$ cat src/rtl/const_div_pipe_if.sv
// Stream interface for const_div_pipe: a valid/ready input channel carrying
// the signed dividend and a valid/ready output channel carrying quotient and
// remainder. The divider is the slave; whatever drives and consumes it is the
// master.
interface const_div_pipe_if #(
  parameter int WIDTH = 8
);
  logic                    in_valid;
  logic                    in_ready;
  logic signed [WIDTH-1:0] in_data;
  logic                    out_valid;
  logic                    out_ready;
  logic signed [WIDTH-1:0] out_quot;
  logic signed [WIDTH-1:0] out_rem;

  modport slave (
    input  in_valid, in_data, out_ready,
    output in_ready, out_valid, out_quot, out_rem
  );

  modport master (
    output in_valid, in_data, out_ready,
    input  in_ready, out_valid, out_quot, out_rem
  );
endinterface

$ cat src/rtl/const_div_pipe.sv
// const_div_pipe: pipelined signed divide-by-constant.
// The quotient is floor(in * RECIP / 2**FRAC), with RECIP = ceil(2**FRAC / DIVISOR).
// Stages: S0 input register, S1 product, S2 floor shift. Defining the macro
// CONST_DIV_PIPE_EXACT_EN adds S3, which corrects the estimate by one step
// to the truncating quotient and produces the remainder.
// A single global enable (!stall) freezes the whole pipeline under backpressure.
module const_div_pipe #(
  parameter int WIDTH   = 8,
  parameter int DIVISOR = 3,
  parameter int FRAC    = 10
) (
  input  logic           clk,
  input  logic           rst,
  const_div_pipe_if.slave bus
);
  localparam int PW = WIDTH + FRAC + 2;
  localparam logic [PW-1:0] POW     = PW'(1) << FRAC;
  localparam logic [PW-1:0] RECIP_W = (POW + PW'(DIVISOR) - PW'(1)) / PW'(DIVISOR);
  localparam logic [FRAC:0] RECIP   = RECIP_W[FRAC:0];
`ifdef CONST_DIV_PIPE_EXACT_EN
  // Two guard bits let the raw estimate overshoot before correction.
  localparam int QW = WIDTH + 2;
  localparam int RW = 2 * WIDTH + 4;
  localparam logic signed [RW-1:0] D_X = RW'(DIVISOR);
`else
  localparam int QW = WIDTH;
`endif

  if (FRAC < WIDTH + 2) begin : g_frac_check
    $error("const_div_pipe: FRAC must be at least WIDTH+2");
  end

  logic                    stall;
  logic                    v0_q, v1_q, v2_q;
  logic signed [WIDTH-1:0] in0_q;
  logic signed [PW-1:0]    prod_d, p_q;
  logic signed [QW-1:0]    q0_d, q0_q;

  // The output register is the only place backpressure can be seen; when it
  // holds an unaccepted result, every stage freezes together.
  assign stall        = bus.out_valid && !bus.out_ready;
  assign bus.in_ready = !stall;

  // S0: capture the dividend on an input handshake; a bubble clears the valid.
  // NOTE: data registers are reset too, so outputs can never show X after reset.
  always_ff @(posedge clk) begin
    if (rst) begin
      v0_q  <= 1'b0;
      in0_q <= '0;
    end else if (!stall) begin
      // NOTE: state is updated with <= so every stage samples pre-edge values.
      v0_q <= bus.in_valid;
      if (bus.in_valid) in0_q <= bus.in_data;
    end
  end

  // Sign-extended dividend times the zero-extended (always positive) reciprocal.
  assign prod_d = $signed({{(PW - WIDTH){in0_q[WIDTH-1]}}, in0_q})
                * $signed({{(PW - FRAC - 1){1'b0}}, RECIP});

  // The arithmetic shift is the floor; bits above QW are never significant.
  assign q0_d = QW'(p_q >>> FRAC);

`ifdef CONST_DIV_PIPE_EXACT_EN
  logic signed [WIDTH-1:0] in1_q, in2_q;
  logic                    v3_q;
  logic signed [WIDTH-1:0] quot_d, quot_q, rem_d, rem_q;
  logic signed [RW-1:0]    r0, qc, rc;
`endif

  // S1: register the product; the exact build also carries the dividend along.
  always_ff @(posedge clk) begin
    if (rst) begin
      v1_q <= 1'b0;
      p_q  <= '0;
`ifdef CONST_DIV_PIPE_EXACT_EN
      in1_q <= '0;
`endif
    end else if (!stall) begin
      v1_q <= v0_q;
      if (v0_q) begin
        p_q <= prod_d;
`ifdef CONST_DIV_PIPE_EXACT_EN
        in1_q <= in0_q;
`endif
      end
    end
  end

  // S2: register the floored quotient estimate.
  always_ff @(posedge clk) begin
    if (rst) begin
      v2_q <= 1'b0;
      q0_q <= '0;
`ifdef CONST_DIV_PIPE_EXACT_EN
      in2_q <= '0;
`endif
    end else if (!stall) begin
      v2_q <= v1_q;
      if (v1_q) begin
        q0_q <= q0_d;
`ifdef CONST_DIV_PIPE_EXACT_EN
        in2_q <= in1_q;
`endif
      end
    end
  end

`ifdef CONST_DIV_PIPE_EXACT_EN
  // Remainder of the estimate, then one step toward the truncating quotient.
  // The estimate is at most one off, so a single correction always suffices.
  always_comb begin
    // NOTE: defaults first, so every path assigns every output and no latch forms.
    r0 = RW'(in2_q) - RW'(q0_q) * D_X;
    qc = RW'(q0_q);
    rc = r0;
    if (!in2_q[WIDTH-1]) begin
      if (r0 < 0) begin
        qc = RW'(q0_q) - 1;
        rc = r0 + D_X;
      end else if (r0 >= D_X) begin
        qc = RW'(q0_q) + 1;
        rc = r0 - D_X;
      end
    end else begin
      if (r0 > 0) begin
        qc = RW'(q0_q) + 1;
        rc = r0 - D_X;
      end else if (r0 <= -D_X) begin
        qc = RW'(q0_q) - 1;
        rc = r0 + D_X;
      end
    end
    quot_d = WIDTH'(qc);
    rem_d  = WIDTH'(rc);
  end

  // S3: register the corrected quotient and remainder.
  always_ff @(posedge clk) begin
    if (rst) begin
      v3_q   <= 1'b0;
      quot_q <= '0;
      rem_q  <= '0;
    end else if (!stall) begin
      v3_q <= v2_q;
      if (v2_q) begin
        quot_q <= quot_d;
        rem_q  <= rem_d;
      end
    end
  end

  assign bus.out_valid = v3_q;
  assign bus.out_quot  = quot_q;
  assign bus.out_rem   = rem_q;
`else
  assign bus.out_valid = v2_q;
  assign bus.out_quot  = q0_q;
  assign bus.out_rem   = '0;
`endif
endmodule

$ cat src/flat_wrapper.sv
// flat-port wrapper written by rule: the top's interface ports become plain ports
module const_div_pipe_flat 
#(
  parameter int WIDTH   = 8,
  parameter int DIVISOR = 3,
  parameter int FRAC    = 10
)
  (clk, rst, bus_in_valid, bus_in_data, bus_out_ready, bus_in_ready, bus_out_valid, bus_out_quot, bus_out_rem);
  const_div_pipe_if #(.WIDTH(WIDTH)) bus_i ();
  input  logic clk;
  input  logic rst;
  input wire logic [$bits(bus_i.in_valid)-1:0] bus_in_valid;
  input wire logic [$bits(bus_i.in_data)-1:0] bus_in_data;
  input wire logic [$bits(bus_i.out_ready)-1:0] bus_out_ready;
  output wire logic [$bits(bus_i.in_ready)-1:0] bus_in_ready;
  output wire logic [$bits(bus_i.out_valid)-1:0] bus_out_valid;
  output wire logic [$bits(bus_i.out_quot)-1:0] bus_out_quot;
  output wire logic [$bits(bus_i.out_rem)-1:0] bus_out_rem;
  assign bus_i.in_valid = bus_in_valid;
  assign bus_i.in_data = bus_in_data;
  assign bus_i.out_ready = bus_out_ready;
  assign bus_in_ready = bus_i.in_ready;
  assign bus_out_valid = bus_i.out_valid;
  assign bus_out_quot = bus_i.out_quot;
  assign bus_out_rem = bus_i.out_rem;
  const_div_pipe #(.WIDTH(WIDTH), .DIVISOR(DIVISOR), .FRAC(FRAC)) u_core (.clk(clk), .rst(rst), .bus(bus_i));
endmodule
$ cat config.mk
export PLATFORM = sky130hd
export DESIGN_NAME = const_div_pipe_flat
export DESIGN_NICKNAME = d
export VERILOG_FILES = /design/src/rtl/const_div_pipe_if.sv /design/src/rtl/const_div_pipe.sv /design/src/flat_wrapper.sv
export SDC_FILE = /design/constraint.sdc
export NUM_CORES = 1
export LEC_CHECK = 0
export CAP_MARGIN = 20
export CORE_MARGIN = 4
export CORE_UTILIZATION = 50
export CTS_CLUSTER_DIAMETER = 120
export DETAILED_ROUTE_END_ITERATION = 6
export GPL_TIMING_DRIVEN = 0
export PLACE_DENSITY = 0.77
export SETUP_SLACK_MARGIN = 0.3
export SLEW_MARGIN = 20
export SYNTH_ARGS = -nofsm -noshare
export SYNTH_HDL_FRONTEND = slang
export SYNTH_SLANG_ARGS = --single-unit
export TNS_END_PERCENT = 10
$ cat constraint.sdc
create_clock -name clk -period 4 [get_ports clk]
set_clock_uncertainty 0.2 [all_clocks]
set_input_delay 0.8 -clock clk [delete_from_list [all_inputs] [get_ports clk]]
set_output_delay 0.8 -clock clk [all_outputs]
set_load 0.02 [all_outputs]
After elaboration in Yosys (flattened, before gate mapping)
Cells that the tools add are included.
{ "word_totals": {"regBits": 36, "in_bits": 12, "out_inout_bits": 18, "elab_cells": 14} }
{ "op_classes": {"mul": 1, "n_bitwise": 1, "reduce_logical": 6} }
{ "ops": {"columns": ["operator", "count"], "rows": [
  ["$mul A8 B9 Y17 const B", 1],
  ["$reduce_and A2 Y1", 3],
  ["$logic_not A1 Y1", 2],
  ["$logic_and A1 B1 Y1", 1],
  ["$not A1 Y1", 1]
]} }

Depth between registers and ports, before layout
Gate-level depths: netlist of the first run.
{ "logic_depth": {"ltp_word": 4, "ltp_mapped": 15, "ltp_nobuf": 15} }

Worst setup path after synthesis of the first run
Ideal clock, no wire load.
{ "synth_timing": {"kind": "register to register", "start": "register u_core.in0_q[2]", "end": "register u_core.p_q[15]", "setup_time_ps": 117, "arrival_time_ps": 3540, "t_required_ps": 3683, "slack_ps": 143, "path_stages_with_launch": 12, "path_buffers": 0, "synth_period_minus_slack_ps": 3857, "path_cell_list": "dfxtp_1 ha_1 ha_1 or2_2 fa_1 fa_1 ha_1 and3_1 a221oi_4 o21ai_2 a311o_1 a32o_1"} }
{ "synth_between": {"elab_chain_cells": 1} }
{ "synth_lines": {"columns": ["element", "line_no", "text"], "rows": [
  ["start, declared", "const_div_pipe.sv:35", "logic signed [WIDTH-1:0] in0_q;"],
  ["start signal, assigned", "const_div_pipe.sv:53", "if (bus.in_valid) in0_q <= bus.in_data;"],
  ["$mul A8 B9 Y17", "const_div_pipe.sv:59", "* $signed({{(PW - FRAC - 1){1'b0}}, RECIP});"],
  ["end signal, assigned", "const_div_pipe.sv:82", "p_q <= prod_d;"],
  ["end, declared", "const_div_pipe.sv:36", "logic signed [PW-1:0] prod_d, p_q;"]
]} }
Every way passes these cells.
A chain may end at the register's enable or synchronous reset.

Worst setup path after layout of the first run
Same ends and word-level chain as after synthesis.

==> flow_metrics.py, run 1 <==
metrics = {
    "timing": {
        "layout_worst_path_cycle_share_pct": 91.36,
        "layout_setup_ws_ns": 0.3457,
        "grt_setup_unrepaired": "yes",
        "timing.final.hold_violations": 0,
        "drv_slew": 0,
        "finalSetupViolCount": 0,
        "fmax_mhz": 273.7,
        "fin_tns_setup_ns": 0,
        "final_period_minus_worst_setup_slack_ns": 3.654,
        "timing_worst_slew_pin_value_ns": 0.6023,
        "worst_slew_margin_rel_pct": 59.85,
    },
    "grt": {
        "maximum_number_of_pins_on_one_net_before_global_route_repair": 16,
        "antenna_violations_before_repair": 0,
        "grtUsageMet2_pct": 29.29,
        "grt_use_met3_pct": 2.479,
        "first_global_vias": 1560,
        "grt.total_usage_pct": 16.72,
        "grt_busiest_layer": "met2",
        "globalRouteMet1Util_pct": 22.10,
        "grt_pass1_wl_um": 7017,
        "global_route_congestion_overflow_total": 0,
    },
    "drt": {
        "drc": 0,
        "detail-route-antenna-nets": 0,
        "detailedRoute.firstPassIterationCount": 4,
        "totalWireLength_um": 4240,
        "detail_route.wl_per_cell_um": 13.33,
        "route.detailed.vias_per_inst": 5.176,
        "routed-via-count": 1646,
        "initialDrtViolationCount": 68,
    },
    "status": {
        "outcome": "finished clean",
    },
    "cts": {
        "tritoncts": "done",
        "clock_tree.buffer_depth": 2,
        "cts_root_buffer": "sky130_fd_sc_hd__clkbuf_8",
        "cts.sink_count": 27,
        "clkTransAtPathRegs_ns": 0.09,
        "insertion_delay_ns": 0.28,
        "cts_buffers": 3,
        "htreeDepth": 1,
    },
    "setup_path": {
        "regToRegStartpoint": "u_core.in0_q[2]",
        "crit_fanout": 4,
        "worst-endpoint-arrival_ns": 3.62,
        "worst-r2r-cell-count": 12,
        "critical_path_startpoint_category": "flip-flop",
        "cp_data_required_time_ns": 3.97,
        "reg_to_reg_critical_path_endpoint": "u_core.p_q[15]",
        "worstSetupPathType": "flip-flop to flip-flop",
        "r2r_slack_ns": 0.35,
        "endpoint_kind": "flip-flop",
        "worst_setup_path_startpoint": "u_core.in0_q[2]",
    },
    "layout": {
        "filler_cell_count": 325,
        "nNetsFinal": 334,
        "diodes": 0,
        "flow.area_growth_from_synthesis_pct": 22.69,
        "layoutNonFillerInstCount": 318,
        "final_cell_area_um2": 2591,
        "drive_gt1_share_pct": 16.04,
        "multi_input_area_um2": 1536,
        "register_area_um2": 559.3,
    },
    "synth": {
        "synthDistinctLibCells": 30,
        "register_bit_total_from_synthesis": 27,
        "synthCells": 233,
        "netlist_area_um2": 2112,
        "postSynthAreaPerCell_um2": 9.064,
        "ys_seq_area_share_pct": 25.59,
        "synthesis.yosys.warnings": 0,
    },
    "placed_design": {
        "port-buffer-count": 20,
        "detailedPlacementHpwl_um": 3344,
        "pre_cts_ws_ns": 0.03816,
        "placed_instance_area_um2": 2430,
        "gp_routability_congestion": 0.7618,
        "place_inst": 310,
    },
    "die": {
        "io_pins": 30,
        "core.rowCount": 23,
        "floorplan.die.width_um": 72.99,
        "start_util_pct": 52.42,
        "fp.coreArea_um2": 4029,
        "floorplan.die.height_um": 72.99,
        "die_ar_um2": 5328,
    },
    "power_and_ir_drop": {
        "cellPowerDensity_nw_per_um2": 260.7,
        "max-vdd-ir-drop_v": 0.0001560,
        "finalPower_mw": 0.6755,
        "power_leakage_nw": 1.249,
    },
    "hold_path": {
        "min_path_cells": 2,
        "worstHoldStart": "u_core.bus.out_quot[1]",
        "min_path_type": "flip-flop to flip-flop",
        "whs_endpoint": "u_core.bus.out_quot[1]",
    },
    "run": {
        "drv_cap": 0,
    },
}
## timing repair
| item | CTS | global route |
|---|---|---|
| buffers inserted | 3 | 1 |
| hold buffers | 0 | 0 |
| pin swaps | 4 | 5 |
| gates resized for setup | 12 | 12 |
| hold endpoints to repair | 0 | 0 |
| setup endpoints to repair | 8 | 9 |
## final cells by class
| class | instances | share of cell area (%) |
|---|---|---|
| Buffer | 14 | 3.283 |
| Clock buffer | 3 | 1.593 |
| Clock inverter | 1 | 0.1931 |
| Inverter | 19 | 2.752 |
| Multi-Input combinational cell | 180 | 59.29 |
| Sequential cell | 27 | 21.58 |
| Tap cell | 50 | 2.414 |
| Timing Repair Buffer | 24 | 8.885 |
## kinds of logic after synthesis
family,synth area share (%)
and+or+nand+nor,14.34
adders and majority gates,35.31
AOI/OAI and AO/OA,13.92
buffers and inverters,7.287
DFF,25.59
xor gates and xnor gates,2.903
other,0.1776
muxes,0.4740
## metrics by stage
stage | hold slack [ns] | util (%)
final | 0.2593 | 64.32
after global routing | 0.2764 | 64.32
after floorplan | 0.2247 | -
after CTS | 0.2601 | 62.95
after global placement | 0.2435 | 60.31
after detailed placement | 0.2500 | 60.31
## sequential cells by signal, indices dropped and copies added, names as in the netlist
signal,flops
u_core.v1_q,1
u_core.bus.out_valid,1
u_core.bus.out_quot,8
u_core.in0_q,8
u_core.p_q,8
u_core.v0_q,1
## synth_stat cells
cell	count	area [um^2]
sky130_fd_sc_hd__dfxtp_1	27	540.5
sky130_fd_sc_hd__buf_1	1	3.750
sky130_fd_sc_hd__nor2_1	7	26.28
sky130_fd_sc_hd__a22o_1	1	8.760
sky130_fd_sc_hd__or2_2	2	12.51
sky130_fd_sc_hd__and2_1	1	6.260
sky130_fd_sc_hd__xor2_1	6	52.55
sky130_fd_sc_hd__a311o_1	2	20.02
sky130_fd_sc_hd__inv_1	19	71.32
sky130_fd_sc_hd__conb_1	1	3.750
sky130_fd_sc_hd__o21ai_0	7	35.03
sky130_fd_sc_hd__nor3_1	3	15.01
sky130_fd_sc_hd__nand3_1	19	95.09
sky130_fd_sc_hd__a31oi_4	1	21.27
sky130_fd_sc_hd__fa_1	11	220.2
sky130_fd_sc_hd__and3_1	3	18.77
sky130_fd_sc_hd__ha_1	42	525.5
sky130_fd_sc_hd__buf_4	8	60.06
sky130_fd_sc_hd__o21ai_2	1	8.760
sky130_fd_sc_hd__nand2_1	31	116.4
sky130_fd_sc_hd__xnor2_1	1	8.760
sky130_fd_sc_hd__a21oi_1	22	110.1
sky130_fd_sc_hd__a221oi_4	1	26.28
sky130_fd_sc_hd__a21o_1	5	37.54
sky130_fd_sc_hd__o211ai_1	1	7.510
sky130_fd_sc_hd__clkbuf_1	5	18.77
sky130_fd_sc_hd__mux2i_1	1	10.01
sky130_fd_sc_hd__nor2b_1	2	12.51
sky130_fd_sc_hd__a41oi_1	1	8.760
sky130_fd_sc_hd__a32o_1	1	10.01
## layout by cell type (no fill, tap or decap), types with 2 or more instances in the layout
cell type | synthesis | layout
sky130_fd_sc_hd__dfxtp_4 | 0 | 4
sky130_fd_sc_hd__nand2_1 | 31 | 31
sky130_fd_sc_hd__a311o_1 | 2 | 2
sky130_fd_sc_hd__a21oi_1 | 22 | 20
sky130_fd_sc_hd__o21ai_1 | 0 | 2
sky130_fd_sc_hd__nor3_1 | 3 | 3
sky130_fd_sc_hd__conb_1 | 1 | 8
sky130_fd_sc_hd__nor2_1 | 7 | 6
sky130_fd_sc_hd__dfxtp_2 | 0 | 3
sky130_fd_sc_hd__a21o_1 | 5 | 5
sky130_fd_sc_hd__nand3_1 | 19 | 19
sky130_fd_sc_hd__ha_4 | 0 | 5
sky130_fd_sc_hd__clkdlybuf4s50_1 | 0 | 20
sky130_fd_sc_hd__o21ai_0 | 7 | 5
sky130_fd_sc_hd__dfxtp_1 | 27 | 20
sky130_fd_sc_hd__ha_1 | 42 | 36
sky130_fd_sc_hd__clkbuf_8 | 0 | 3
sky130_fd_sc_hd__fa_1 | 11 | 9
sky130_fd_sc_hd__inv_1 | 19 | 19
sky130_fd_sc_hd__or2_2 | 2 | 2
sky130_fd_sc_hd__xor2_1 | 6 | 6
sky130_fd_sc_hd__buf_4 | 8 | 12
sky130_fd_sc_hd__a21oi_2 | 0 | 2
sky130_fd_sc_hd__and3_1 | 3 | 2
sky130_fd_sc_hd__clkbuf_1 | 5 | 3
sky130_fd_sc_hd__clkbuf_2 | 0 | 2
sky130_fd_sc_hd__nor2b_1 | 2 | 2
sky130_fd_sc_hd__fa_2 | 0 | 2
## worst max-delay path by stage
stage	endpoint	slack [ns]	depth (start not counted)
CTS	u_core.p_q[12]	0.23	15
detailed placement	u_core.p_q[15]	0.04	10
floorplan	u_core.p_q[15]	0.32	12
finish	u_core.p_q[15]	0.35	12
global placement	u_core.p_q[15]	0.08	10
global route	u_core.p_q[12]	0.13	15
## where the power goes
group / leakage [nW] / switching (mW) / internal [mW]
logic: 0.999 / 0.124 / 0.107
clock network: 0.0255 / 0.0828 / 0.0699
registers: 0.224 / 0.0116 / 0.279
## worst max-delay path: stages (launching register included)
cell	delay [ns]
sky130_fd_sc_hd__dfxtp_4	0.36
sky130_fd_sc_hd__ha_4	0.25
sky130_fd_sc_hd__ha_1	0.19
sky130_fd_sc_hd__or2_2	0.31
sky130_fd_sc_hd__fa_2	0.34
sky130_fd_sc_hd__fa_1	0.49
sky130_fd_sc_hd__ha_4	0.32
sky130_fd_sc_hd__and3_4	0.20
sky130_fd_sc_hd__nand3_1	0.14
sky130_fd_sc_hd__nor3_1	0.30
sky130_fd_sc_hd__nor2_2	0.08
sky130_fd_sc_hd__buf_4	0.14
sky130_fd_sc_hd__a32o_1	0.23
## per-layer routing
layer	up-vias	share of wire, %	wire length [um]
met5	-	0	0
met4	0	0.54	23
met3	3	4.3	182
met2	34	48	2015
met1	756	48	2019
li1	853	-	-
Power figures use the tool's default switching activity.
==> run 2: changes to the inputs <==
CTS_CLUSTER_DIAMETER = default   (was 120)
PLACE_DENSITY = 0.76   (was 0.77)
==> run 2 against run 1 <==
Count of clock-buffer cells in the layout up 1. Critical path depth down 6. Wire length up 13%. Global-route usage up 0.34 points. Utilization up 4.8 points. Critical path type is now input port to primary output. Largest cell class unchanged.
==> flow_metrics.py, run 2 (synthesis gave the netlist of run 1 again) <==
metrics = {
    "status": {
        "outcome": "finished clean",
    },
    "timing": {
        "grt_setup_unrepaired": "no",
        "final_period_minus_worst_setup_slack_ns": 3.590,
        "worst_slew_margin_rel_pct": 57.34,
        "fmax_mhz": 278.6,
        "timing_worst_slew_pin_value_ns": 0.6399,
        "finalSetupViolCount": 0,
        "fin_tns_setup_ns": 0,
        "drv_slew": 0,
        "timing.final.hold_violations": 0,
        "layout_worst_path_cycle_share_pct": 89.75,
    },
    "power_and_ir_drop": {
        "max-vdd-ir-drop_v": 0.0002047,
        "cellPowerDensity_nw_per_um2": 256.7,
        "power_leakage_nw": 1.263,
        "finalPower_mw": 0.7146,
    },
    "placed_design": {
        "port-buffer-count": 20,
        "place_inst": 310,
        "placed_instance_area_um2": 2430,
        "detailedPlacementHpwl_um": 3352,
        "gp_routability_congestion": 0.7613,
    },
    "grt": {
        "globalRouteMet1Util_pct": 23.38,
        "first_global_vias": 1622,
        "grt_pass1_wl_um": 7279,
        "grt_busiest_layer": "met2",
        "grtUsageMet2_pct": 28.90,
        "maximum_number_of_pins_on_one_net_before_global_route_repair": 15,
        "grt.total_usage_pct": 17.07,
        "global_route_congestion_overflow_total": 0,
        "antenna_violations_before_repair": 0,
        "grt_use_met3_pct": 2.617,
    },
    "layout": {
        "layout.cells.most_common_list": "sky130_fd_sc_hd__nand2_1 (31), sky130_fd_sc_hd__ha_1 (26), sky130_fd_sc_hd__a21oi_1 (21)",
        "flow.area_growth_from_synthesis_pct": 31.81,
        "layoutNonFillerInstCount": 325,
        "diodes": 0,
        "drive_gt1_share_pct": 24.00,
        "nNetsFinal": 341,
        "mostFrequentLayoutCell": "sky130_fd_sc_hd__nand2_1",
        "final_cell_area_um2": 2784,
    },
    "cts": {
        "cts_buffers": 3,
        "clock_tree.buffer_depth": 2,
        "cts_root_buffer": "sky130_fd_sc_hd__clkbuf_8",
        "insertion_delay_ns": 0.27,
        "postCtsHoldBufs": 0,
        "cts.sink_count": 27,
        "htreeDepth": 1,
        "tritoncts": "done",
        "clkTransAtPathRegs_ns": 0.09,
    },
    "die": {
        "floorplan.die.height_um": 72.99,
        "core.rowCount": 23,
        "floorplan.die.width_um": 72.99,
        "io_pins": 30,
        "fp.coreArea_um2": 4029,
        "die_ar_um2": 5328,
        "start_util_pct": 52.42,
    },
    "setup_path": {
        "crit_fanout": 10,
        "cp_data_required_time_ns": 3.00,
        "worst-endpoint-arrival_ns": 2.59,
        "worstSetupPathType": "input port to primary output",
        "timing.critical_path.slowest_stage_cell": "sky130_fd_sc_hd__clkdlybuf4s50_1",
        "cpPeakStageDelay_ns": 0.65,
        "critical_path_startpoint_category": "input port",
        "endpoint_kind": "primary output",
        "cp_cell_sequence": "clkdlybuf4s50_1, nor2b_1, inv_1, clkbuf_2, clkbuf_2, clkdlybuf4s50_1",
    },
    "drt": {
        "route.detailed.vias_per_inst": 5.369,
        "totalWireLength_um": 4775,
        "initialDrtViolationCount": 92,
        "detailedRoute.firstPassIterationCount": 4,
        "detail-route-antenna-nets": 0,
        "detail_route.wl_per_cell_um": 14.69,
        "routed-via-count": 1745,
        "drc": 0,
    },
    "hold_path": {
        "min_path_type": "flip-flop to flip-flop",
    },
    "run": {
        "drv_cap": 0,
    },
}
run 2: area by class of cell:
cell class	count	area, um^2
inverter	19	71.32
timing repair buffer	31	286.5
tap	50	62.56
clock buffer	4	45.04
buffer	14	85.08
sequential	27	565.5
multi-input combinational	180	1668
fill	314	1245
run 2: critical path: cells and delay by family:
family                 cells  cell delay, ns
buffers and inverters      5            1.71
AND/OR/NAND/NOR            1            0.07
run 2: worst paths after layout:
path | start | endpoint | slack [ns] | cells after the start
setup reg to reg | u_core.in0_q[7] | u_core.p_q[15] | 0.41 | 10
hold reg to reg | u_core.bus.out_quot[2] | u_core.bus.out_quot[2] | 0.26 | 2
hold / removal | u_core.bus.out_quot[2] | u_core.bus.out_quot[2] | 0.26 | 2
setup / recovery | bus_out_ready | bus_in_ready | 0.41 | 6
run 2: stage by stage:
step,hold slack [ns],utilization [%],worst slack (ns)
after global placement,0.2447,60.31,0.08436
after CTS,0.2646,63.66,0.2659
final,0.2619,69.10,0.4100
after detailed placement,0.2452,60.31,0.03687
after floorplan,0.2247,-,0.3198
after global routing,0.2803,69.10,0.3015
run 2: what timing repair did:
action	CTS	global route
pin swaps	9	27
endpoints found under the setup margin	7	8
hold endpoints to repair	0	0
setup buffers	7	4
resized for setup	15	34
gates cloned	0	0
run 2: per-layer routing:
layer / vias to the layer above / routed length (um)
met5: - / 0
met4: 0 / 99
met3: 10 / 207
met2: 45 / 2367
met1: 821 / 2100
li1: 869 / -
run 2: report_power, final:
part           internal [mW]  switching (mW)
Combinational          0.133           0.140
Clock                 0.0712          0.0794
Sequential             0.279          0.0120
Total                  0.483           0.232
==> run 3: changes to the inputs <==
ABC_AREA = 1   (was default)
CORE_UTILIZATION = 51   (was 50)
==> run 3 against run 2 <==
Synthesized cell count rose by 34%. Sequential power rose by 4%. Fmax rose by 2.9%. Power rose by 18%. Setup slack improved by 0.10 ns. Critical endpoint is now u_core.p_q[13].
==> flow_metrics.py, run 3 <==
metrics = {
    "status": {
        "outcome": "finished clean",
    },
    "synth": {
        "synthDominantAreaCellType": "sky130_fd_sc_hd__dfxtp_1",
        "register_bit_total_from_synthesis": 27,
        "synth-edff-count": 0,
        "postSynthAreaPerCell_um2": 7.459,
        "synthDistinctLibCells": 26,
        "synth-async-reset-ratio_pct": 0,
        "netlist_area_um2": 2335,
        "synth_flop_cell": "sky130_fd_sc_hd__dfxtp_1",
        "netlist_top_cells_area": "sky130_fd_sc_hd__dfxtp_1 (23%), sky130_fd_sc_hd__ha_1 (23%), sky130_fd_sc_hd__fa_1 (9.4%), sky130_fd_sc_hd__nor2_1 (7.6%), sky130_fd_sc_hd__inv_1 (7.4%)",
        "synthesis.yosys.warnings": 0,
        "post-synth-top-area-fraction_pct": 23.15,
        "list_of_most_frequent_post_synthesis_cells": "sky130_fd_sc_hd__nor2_1 (47), sky130_fd_sc_hd__inv_1 (46), sky130_fd_sc_hd__nand2_1 (43), sky130_fd_sc_hd__ha_1 (42), sky130_fd_sc_hd__dfxtp_1 (27)",
        "synth_most_common_cell": "sky130_fd_sc_hd__nor2_1",
        "ys_seq_area_share_pct": 23.15,
        "synthCells": 313,
    },
    "grt": {
        "grt.total_usage_pct": 17.99,
        "grt_pass1_wl_um": 7990,
        "global_route_congestion_overflow_total": 0,
        "maximum_number_of_pins_on_one_net_before_global_route_repair": 15,
        "first_global_vias": 1867,
        "antenna_violations_before_repair": 0,
    },
    "setup_path": {
        "critPathBufInv": 2,
        "critical_path_cell_count": 14,
        "worstSetupPathType": "flip-flop to flip-flop",
        "crit_path_frequent_cell": "sky130_fd_sc_hd__nand2_1",
        "worst-endpoint-arrival_ns": 3.46,
        "timing.critical_path.slowest_stage_cell": "sky130_fd_sc_hd__fa_1",
        "critical_path.top_delay_family": "adder cells",
        "cp_cell_sequence": "ha_1, fa_1, fa_1, ha_1, ha_1, nand2_1, nor2_1, nor2_2, buf_4, nand2_1, nand2_1, nand3_1, nand2_1, inv_1",
        "crit_fanout": 6,
        "endpoint_kind": "flip-flop",
        "cp_data_required_time_ns": 3.98,
        "critical_path_startpoint_category": "flip-flop",
        "cpPeakStageDelay_ns": 0.50,
        "worst-r2r-cell-count": 14,
    },
    "cts": {
        "clkTransAtPathRegs_ns": 0.09,
        "cts_buffers": 3,
        "cts.sink_count": 27,
        "htreeDepth": 1,
        "postCtsHoldBufs": 0,
        "insertion_delay_ns": 0.27,
        "cts_root_buffer": "sky130_fd_sc_hd__clkbuf_8",
        "clock_tree.buffer_depth": 2,
        "tritoncts": "done",
    },
    "drt": {
        "detail_route.wl_per_cell_um": 12.00,
        "drc": 0,
        "detailedRoute.firstPassIterationCount": 4,
        "totalWireLength_um": 4798,
        "detail-route-antenna-nets": 0,
        "initialDrtViolationCount": 51,
        "routed-via-count": 1990,
        "route.detailed.vias_per_inst": 4.975,
    },
    "layout": {
        "finalCoreUtilization_pct": 62.30,
        "layout.cells.most_common_list": "sky130_fd_sc_hd__nor2_1 (47), sky130_fd_sc_hd__inv_1 (46), sky130_fd_sc_hd__nand2_1 (43)",
        "nNetsFinal": 414,
        "drive_gt1_share_pct": 10.63,
        "diodes": 0,
        "flow.area_growth_from_synthesis_pct": 16.99,
        "layoutNonFillerInstCount": 400,
        "mostFrequentLayoutCell": "sky130_fd_sc_hd__nor2_1",
    },
    "timing": {
        "fmax_mhz": 286.8,
        "timing.final.hold_violations": 0,
        "layout_worst_path_cycle_share_pct": 87.18,
        "finalSetupViolCount": 0,
        "grt_setup_unrepaired": "yes",
        "fin_tns_setup_ns": 0,
        "final_period_minus_worst_setup_slack_ns": 3.487,
        "drv_slew": 0,
        "layout_setup_ws_ns": 0.5128,
    },
    "placed_design": {
        "detailedPlacementHpwl_um": 3962,
        "pre_cts_ws_ns": 0.2703,
        "place_inst": 393,
        "gp_routability_congestion": 0.9549,
        "port-buffer-count": 21,
    },
    "hold_path": {
        "min_path_cells": 2,
        "min_path_type": "flip-flop to flip-flop",
    },
    "power_and_ir_drop": {
        "max-vdd-ir-drop_v": 0.0001996,
        "power_leakage_nw": 1.471,
        "cellPowerDensity_nw_per_um2": 307.7,
    },
    "die": {
        "io_pins": 30,
        "floorplan.die.width_um": 75.66,
        "core.rowCount": 24,
        "fp.coreArea_um2": 4384,
        "start_util_pct": 53.25,
        "floorplan.die.height_um": 75.66,
        "die_ar_um2": 5724,
    },
    "run": {
        "drv_cap": 0,
    },
}
## run 3: worst paths after layout
| kind | from | to | slack (ns) |
|---|---|---|---|
| worst max-delay path | u_core.in0_q[7] | u_core.p_q[13] | 0.51 |
| worst min-delay path | u_core.p_q[10] | u_core.bus.out_quot[0] | 0.27 |
| worst max register to register | u_core.in0_q[7] | u_core.p_q[13] | 0.51 |
| worst min register to register | u_core.p_q[10] | u_core.bus.out_quot[0] | 0.27 |
## run 3: repair_timing
item                                   CTS  global route
setup endpoints to repair                1             8
setup buffers                            0             3
endpoints found under the hold margin    0             0
gates resized for setup                  1             7
pin swaps                                0             2
## run 3: kinds of logic (layout without fill, tap and decap cells)
logic type	count (synthesis)	after routing	synth area share, %
AND/OR/NAND/NOR	122	122	22.13
buffers and inverters	62	90	11.63
adder cells (fa/ha/maj)	53	53	31.94
AO/OA/AOI/OAI	48	48	10.99
flip-flops	27	27	23.15
other	1	8	0.1606
## run 3: worst reg2reg max path, stage by stage (launching register included)
cell,delay [ns]
sky130_fd_sc_hd__dfxtp_1,0.49
sky130_fd_sc_hd__ha_1,0.29
sky130_fd_sc_hd__fa_1,0.47
sky130_fd_sc_hd__fa_1,0.50
sky130_fd_sc_hd__ha_1,0.30
sky130_fd_sc_hd__ha_1,0.36
sky130_fd_sc_hd__nand2_1,0.16
sky130_fd_sc_hd__nor2_1,0.07
sky130_fd_sc_hd__nor2_2,0.15
sky130_fd_sc_hd__buf_4,0.14
sky130_fd_sc_hd__nand2_1,0.05
sky130_fd_sc_hd__nand2_1,0.05
sky130_fd_sc_hd__nand3_1,0.07
sky130_fd_sc_hd__nand2_1,0.07
sky130_fd_sc_hd__inv_1,0.04
## run 3: layout make-up
class                   count  area [um^2]
flip-flops and latches     27        545.5
inverters                  49        183.9
plain buffers              13        87.58
repair buffers             24        232.7
multi-input cells         231         1572
well taps                  52        65.06
fillers                   405         1653
clock buffers               4        45.04
## run 3: power by group
| part | switching (mW) | leakage [nW] | internal [mW] |
|---|---|---|---|
| clock network | 0.0811 | 0.0228 | 0.0713 |
| registers | 0.0163 | 0.223 | 0.288 |
| logic | 0.229 | 1.22 | 0.155 |
| total | 0.327 | 1.47 | 0.514 |
## run 3: layer usage
layer	part of all wire (%)	up-vias	GRT usage, %
met5	0	-	0
met4	1.4	0	4.854
met3	3.3	6	3.298
met2	47	33	30.87
met1	48	897	23.21
li1	-	1054	-
## run 3: through the flow
| step | area (um^2) | total power [mW] | hold WS [ns] |
|---|---|---|---|
| 4_1_cts | 2683 | 0.8351 | 0.2698 |
| 2_1_floorplan | 2361 | 0.5877 | 0.2292 |
| 3_3_place_gp | 2636 | 0.6688 | 0.2455 |
| 5_1_grt | 2731 | 0.9155 | 0.2859 |
| 3_5_place_dp | 2636 | 0.6782 | 0.2573 |
| 6_report | 2731 | 0.8405 | 0.2653 |
